==> src/rtl/vec_shift_scale.sv <==
// vec_shift_scale: two-stage valid/ready pipeline that scales every vector element by 2^-shamt,
// with per-vector signed/unsigned mode and optional round-half-up.
module vec_shift_scale #(
  parameter int IWIDTH  = 10,
  parameter int NINPUTS = 8,
  parameter int SHWIDTH = 4
) (
  input  logic               clk,
  input  logic               rst,
  input  logic               in_valid,
  output logic               in_ready,
  input  logic [IWIDTH-1:0]  data [NINPUTS],
  input  logic [SHWIDTH-1:0] shamt,
  input  logic               signed_mode,
  input  logic               round_en,
  output logic               out_valid,
  input  logic               out_ready,
  output logic [IWIDTH-1:0]  out [NINPUTS]
);

  logic               s1_valid_q, s1_valid_d;
  logic [IWIDTH-1:0]  s1_data_q [NINPUTS];
  logic [SHWIDTH-1:0] s1_shamt_q;
  logic               s1_signed_q;
  logic               s1_round_q;

  logic               s2_valid_q, s2_valid_d;
  logic [IWIDTH-1:0]  s2_data_q [NINPUTS];
  logic [IWIDTH-1:0]  s2_data_d [NINPUTS];

  logic               adv2;

  // One extra bit of headroom keeps the rounding bias from overflowing in either mode.
  function automatic logic [IWIDTH-1:0] scale_elem(
    input logic [IWIDTH-1:0]  x,
    input logic [SHWIDTH-1:0] sh,
    input logic               sgn,
    input logic               rnd
  );
    logic        [IWIDTH:0] ext;
    logic        [IWIDTH:0] bias;
    logic        [IWIDTH:0] res;
    logic signed [IWIDTH:0] sres;
    ext  = {sgn & x[IWIDTH-1], x};
    bias = '0;
    sres = '0;
    if (int'(sh) >= IWIDTH) begin
      res = {(IWIDTH+1){ext[IWIDTH]}};
    end else begin
      if (rnd && (sh != '0)) bias = (IWIDTH+1)'(1) << (sh - 1'b1);
      ext = ext + bias;
      if (sgn) begin
        sres = $signed(ext) >>> sh;
        res  = sres;
      end else begin
        res = ext >> sh;
      end
    end
    return res[IWIDTH-1:0];
  endfunction

  always_comb begin
    adv2       = !s2_valid_q || out_ready;
    in_ready   = !rst && (!s1_valid_q || adv2);
    s1_valid_d = in_ready ? in_valid : s1_valid_q;
    s2_valid_d = adv2 ? s1_valid_q : s2_valid_q;
    for (int i = 0; i < NINPUTS; i++) begin
      s2_data_d[i] = scale_elem(s1_data_q[i], s1_shamt_q, s1_signed_q, s1_round_q);
    end
  end

  always_ff @(posedge clk) begin
    if (rst) begin
      s1_valid_q <= 1'b0;
      s2_valid_q <= 1'b0;
    end else begin
      s1_valid_q <= s1_valid_d;
      s2_valid_q <= s2_valid_d;
    end
  end

  // Stage 1: capture operands on an input transfer
  always_ff @(posedge clk) begin
    if (in_ready && in_valid) begin
      for (int i = 0; i < NINPUTS; i++) s1_data_q[i] <= data[i];
      s1_shamt_q  <= shamt;
      s1_signed_q <= signed_mode;
      s1_round_q  <= round_en;
    end
  end

  // Stage 2: result register, drives the output port directly
  always_ff @(posedge clk) begin
    if (rst) begin
      for (int i = 0; i < NINPUTS; i++) s2_data_q[i] <= '0;
    end else if (adv2 && s1_valid_q) begin
      for (int i = 0; i < NINPUTS; i++) s2_data_q[i] <= s2_data_d[i];
    end
  end

  assign out_valid = s2_valid_q;

  always_comb begin
    for (int i = 0; i < NINPUTS; i++) out[i] = s2_data_q[i];
  end

endmodule

==> config.mk <==
export PLATFORM = sky130hd
export DESIGN_NAME = vec_shift_scale
export DESIGN_NICKNAME = d
export VERILOG_FILES = /design/src/rtl/vec_shift_scale.sv
export SDC_FILE = /design/constraint.sdc
export NUM_CORES = 1
export LEC_CHECK = 0
export ABC_AREA = 1
export BUFFER_PORTS_ARGS = -buffer_cell sky130_fd_sc_hd__buf_2
export CELL_PAD_IN_SITES_DETAIL_PLACEMENT = 0
export CELL_PAD_IN_SITES_GLOBAL_PLACEMENT = 2
export CORE_ASPECT_RATIO = 0.75
export CORE_MARGIN = 3
export CORE_UTILIZATION = 37
export CTS_BUF_LIST = sky130_fd_sc_hd__clkbuf_16
export DETAILED_ROUTE_END_ITERATION = 12
export GPL_ROUTABILITY_DRIVEN = 0
export PLACE_DENSITY = 0.86
export SETUP_SLACK_MARGIN = 0.4
export SLEW_MARGIN = 10
export SYNTH_ARGS = -nofsm -noshare
export SYNTH_HDL_FRONTEND = slang
export SYNTH_SLANG_ARGS = --single-unit
==> constraint.sdc <==
create_clock -name clk -period 15.9 [get_ports clk]
set_clock_uncertainty 0.1 [all_clocks]
set_input_delay 3.18 -clock clk [delete_from_list [all_inputs] [get_ports clk]]
set_output_delay 3.18 -clock clk [all_outputs]
set_load 0.01 [all_outputs]
Yosys cells after proc, flatten, opt, wreduce, memory -nomap -nowiden:

Memory sizes are Yosys's and may differ from the RTL's.
Cells that the tools add are included.

* flip-flop bits (word level): 8
* latch bits: 0
* bits in writable memories: 160
* bits in read-only memories: 0
* input bits: 90
* memories kept: 2

Memories
* s1_data_q: words 8, bits a word 10, rd ports 8, clocked after memory_dff 0, write ports 8, RTL line 22 `logic [IWIDTH-1:0] s1_data_q [NINPUTS];`
* s2_data_q: words 8, bits a word 10, rd ports 8, clocked after memory_dff 0, write ports 8, RTL line 28 `logic [IWIDTH-1:0] s2_data_q [NINPUTS];`

* add/sub/neg operators: 9
* multiply operators: 0
* divide/modulo/power cells: 0
* order comparisons: 1
* equal/unequal tests: 0
* shift-type cells: 17
* mux-type cells: 33
* bitwise logic cells: 16
* reductions and logical operators: 10

Operators by type and width (count)
* $mux W10: 24
* $add A11 B11 Y11: 8
* $shr A11 B4 Y10: 8
* $sshr A11 B4 Y10: 8
* $mux W11: 2
* $shl A1 B4 Y11 const A: 1
* $and A1 B1 Y1: 8
* $or A1 B1 Y1: 8
* $mux W1: 7
* $ge A4 B4 Y1 const B: 1
* $logic_and A1 B1 Y1: 4
* $reduce_bool A4 Y1: 1
* $sub A4 B1 Y4 const B: 1
* $logic_not A1 Y1: 3
* $logic_or A1 B1 Y1: 2

Longest topological paths before layout:

* word-level depth: 9
* depth in mapped cells: 28

Least setup slack after synthesis:

Ideal clock, no wire load.

* path type: input port to flip-flop
* start: input out_ready
* end: memory s1_data_q[0][0] (enable)
* setup time: 0.531 ns
* data arrival time: 6.948 ns
* data required time: 15.269 ns
* slack: 8.320 ns
* stages on the path: 4
* buffers on the path: 0
* cell sequence: inv_1 > nand3_1 > nand2_1 > nor2_1

RTL lines
* start, declared: RTL line 17 `input logic out_ready,`
* end, declared: RTL line 22

Worst setup path in the final report:

* start: input rst
* end: output in_ready

* cells in the longest elaborated chain, start to end: 2

Ends and longest elaborated chain
* start, declared: RTL line 9 `input logic rst,`
* $logic_not A1 Y1: RTL line 64 `in_ready = !rst && (!s1_valid_q || adv2);`
* $logic_and A1 B1 Y1: RTL line 64
* end, declared: RTL line 11 `output logic in_ready,`

Every way passes these cells.

==> results.toml <==
[outcome]
outcome = "finished clean"

[clocking]
cts_buffers = 17
cts_root_buffer = "clkbuf_16"
cts_sinks = 168
clkTransAtPathRegs_ns = 0.06
ctsHtreeMaxLevel = 4
clock_latency_ns = 0.46
tritoncts = "yes"
ctsHoldBuffers = 0
cts_resized = 0
postCtsSetupBuffers = 0
clockBufferDepth = 2

[power]
vdd_drop_max_mv = 0.0735
p_leak_nw = 7.64
finalPower_w = 0.00112
power_density_mw_per_mm2 = 72.1

[sta]
min_period_ns = 7.46
final_max_slew_viol_count = 0
tightest_slew_ns = 1.16
setup_viol = 0
rsz0062_at_grt = "false"
hold_viol_final = 0
tns_ns = 0
relSlewSlack_pct = 22.7
whs_ns = 0.419
fmax_mhz = 134
period_share_pct = 46.9

[setup_path]
r2r-start = "s1_shamt_q[2]"
worst_path_largest_cell_delay_ns = 0.44
end_kind = "primary output"
cp_max_fo = 23
cp-start-kind = "primary input"
arrival_ns = 4.18
reg2reg_to = "s2_data_q[0][10]"
critPathKind = "in -> out"
cp_num_buf_inv = 4
cp_slowest_cell = "buf_2"
path_cells = "buf_2, inv_1, nand2_1, inv_1, buf_2"
critPathTopFamily = "buffers and inverters"
ff2ff_path_depth = 26
ff2ff_setup_slack_ns = 10.26
crit_required_ns = 12.62

[finish]
diodes = 0
drive_gt1_share_pct = 14.5
nets = 2156
final_area_mm2 = 0.0155
syn_to_final_growth_pct = 13.8
fin_util_pct = 43.0
nFillCells = 3714

[synthesis]
synth_top_cells_by_area = "edfxtp_1 (36%), nand2_1 (16%), nand3_1 (7.7%)"
synthDistinctLibCells = 57
syn-cell-area_mm2 = 0.0137
netlist_instances = 1844
netlist.top_cell.by_area = "edfxtp_1"
ys_seq_area_share_pct = 36.8
synth_most_common_cell = "nand2_1"
avgSynthCellArea_um2 = 7.41
synth_top_area_share_pct = 36.5
synth_warnings = 0
synth_commonest_cells = "nand2_1 (582), nand3_1 (210), edfxtp_1 (166)"
synthesis.nets = 2014
ys_ff_latch = 168
synth_edf_count = 166
async_flop_share_pct = 0
synthFlopType = "edfxtp_1"

[route]
vias = 13172
vias_per_cell = 5.29
drt_iter0_markers = 1054
routed_wl_um = 46800
met2_length_um = 22800
drtPass1Iterations = 6
wl_per_cell_um = 18.8
final_antenna_net_count = 0
maxUsedRoutingLayer = "met4"
dr_wl_met3_um = 2330
drc = 0
wl_met1_um = 20400

[worst_hold_path]
hold_path.class = "reg -> reg"
min_path_cells = 2
hp-start = "s1_valid_q"
min_to = "s1_valid_q"

[global_routing]
grt_antenna_before_repair = 0
overflow = 0
grt_pass1_wl_um = 71600
grt_usage_pct = 23.8
first_global_vias = 13128
grt_max_degree = 90

[floorplanning]
die_w_um = 228
core_mm2 = 0.0361
dieArea_mm2 = 0.0393
die_y_um = 172
start_util_pct = 37.8
ioPinCount = 172
placementRows = 60

[placement]
placed_cell_area_mm2 = 0.0150
place_hpwl_um = 34700
io_buffer_count = 171

[flow_run]
cap_violations = 0
## registers in the layout, summed over array words and instances, names as in the netlist
register / flops
s1_valid_q: 1
s1_shamt_q: 4
s1_round_q: 1
s1_data_q: 80
out_valid: 1
s1_signed_q: 1
s2_data_q: 80
## layout by cell type, fill, tap and decap left out, types with 11 or more instances in the layout
cell,count
o211ai_1,25
a21oi_1,136
xor2_1,46
nand2_2,21
buf_2,171
xnor2_1,13
ha_1,80
nor2_1,94
inv_1,160
nand3_1,210
o21ai_0,42
clkbuf_16,17
a31oi_1,19
buf_4,25
edfxtp_1,166
nand4_1,22
nor3_1,11
or2_1,13
nand2_1,581
## worst reg2reg max path, cell delays in order, from the launching register on
cell,delay (ns)
edfxtp_1,0.37
buf_4,0.31
nor2_8,0.64
clkinv_1,0.73
nor2_1,0.57
nand3_1,0.12
inv_1,0.41
ha_1,0.29
ha_1,0.16
inv_1,0.04
nand2_1,0.10
nand2_1,0.07
nand2_1,0.09
nand2_1,0.06
nand2_1,0.10
nand2_1,0.08
nand3_1,0.07
nand2_1,0.10
inv_1,0.19
nand2_1,0.10
nand2_1,0.15
nand3_1,0.08
nand2_1,0.08
nand3_1,0.11
nand2_1,0.09
nand2_1,0.05
a21oi_1,0.21
## through the flow
| step | setup WS (ns) | cells |
|---|---|---|
| floorplan | 8.32 | 1844 |
| global placement | 8.49 | 2463 |
| detailed placement | 8.46 | 2463 |
| CTS | 8.45 | 2492 |
| global route | 8.36 | 2492 |
| finish | 8.44 | 2492 |
## metal layers
layer	vias up	global-route usage, %
li1	6536	-
met1	6172	29.3
met2	393	43.2
met3	71	3.29
met4	0	8.28
met5	-	0
## worst max path at each step
stage / end / slack [ns] / cells after the start / from
after floorplan: s1_data_q[0][0] / 8.32 / 4 / out_ready
after global placement: in_ready / 8.49 / 5 / rst
after detailed placement: in_ready / 8.46 / 5 / rst
after CTS: in_ready / 8.45 / 5 / rst
after global routing: in_ready / 8.36 / 5 / rst
final: in_ready / 8.44 / 5 / rst
## final cells by class
type	count	area, um2	area share, %
clock inverters	12	67.6	0.435
repair buffers	196	1040	6.71
multi-input cells	1428	7700	49.6
well taps	496	621	3.99
flip-flops and latches	168	5020	32.3
inverters	175	657	4.23
clock buffers	17	425	2.74
## where the power goes
part           internal [W]  switching [W]
Combinational     0.0000725       0.000153
Sequential         0.000515     0.00000943
Clock              0.000193       0.000178
Total              0.000780       0.000340
## cell families (layout without fill, tap and decap cells)
family,count (synthesis),in the layout,share of synthesized area [%]
adder cells (fa/ha/maj),80,80,7.33
flip-flops,168,168,36.8
AO/OA/AOI/OAI,292,292,12.7
AND/OR/NAND/NOR,987,987,31.4
buffers and inverters,248,400,7.03
multiplexers,8,8,0.586
XOR/XNOR,61,61,4.10
Note: power is estimated with default switching activity, not from simulation.
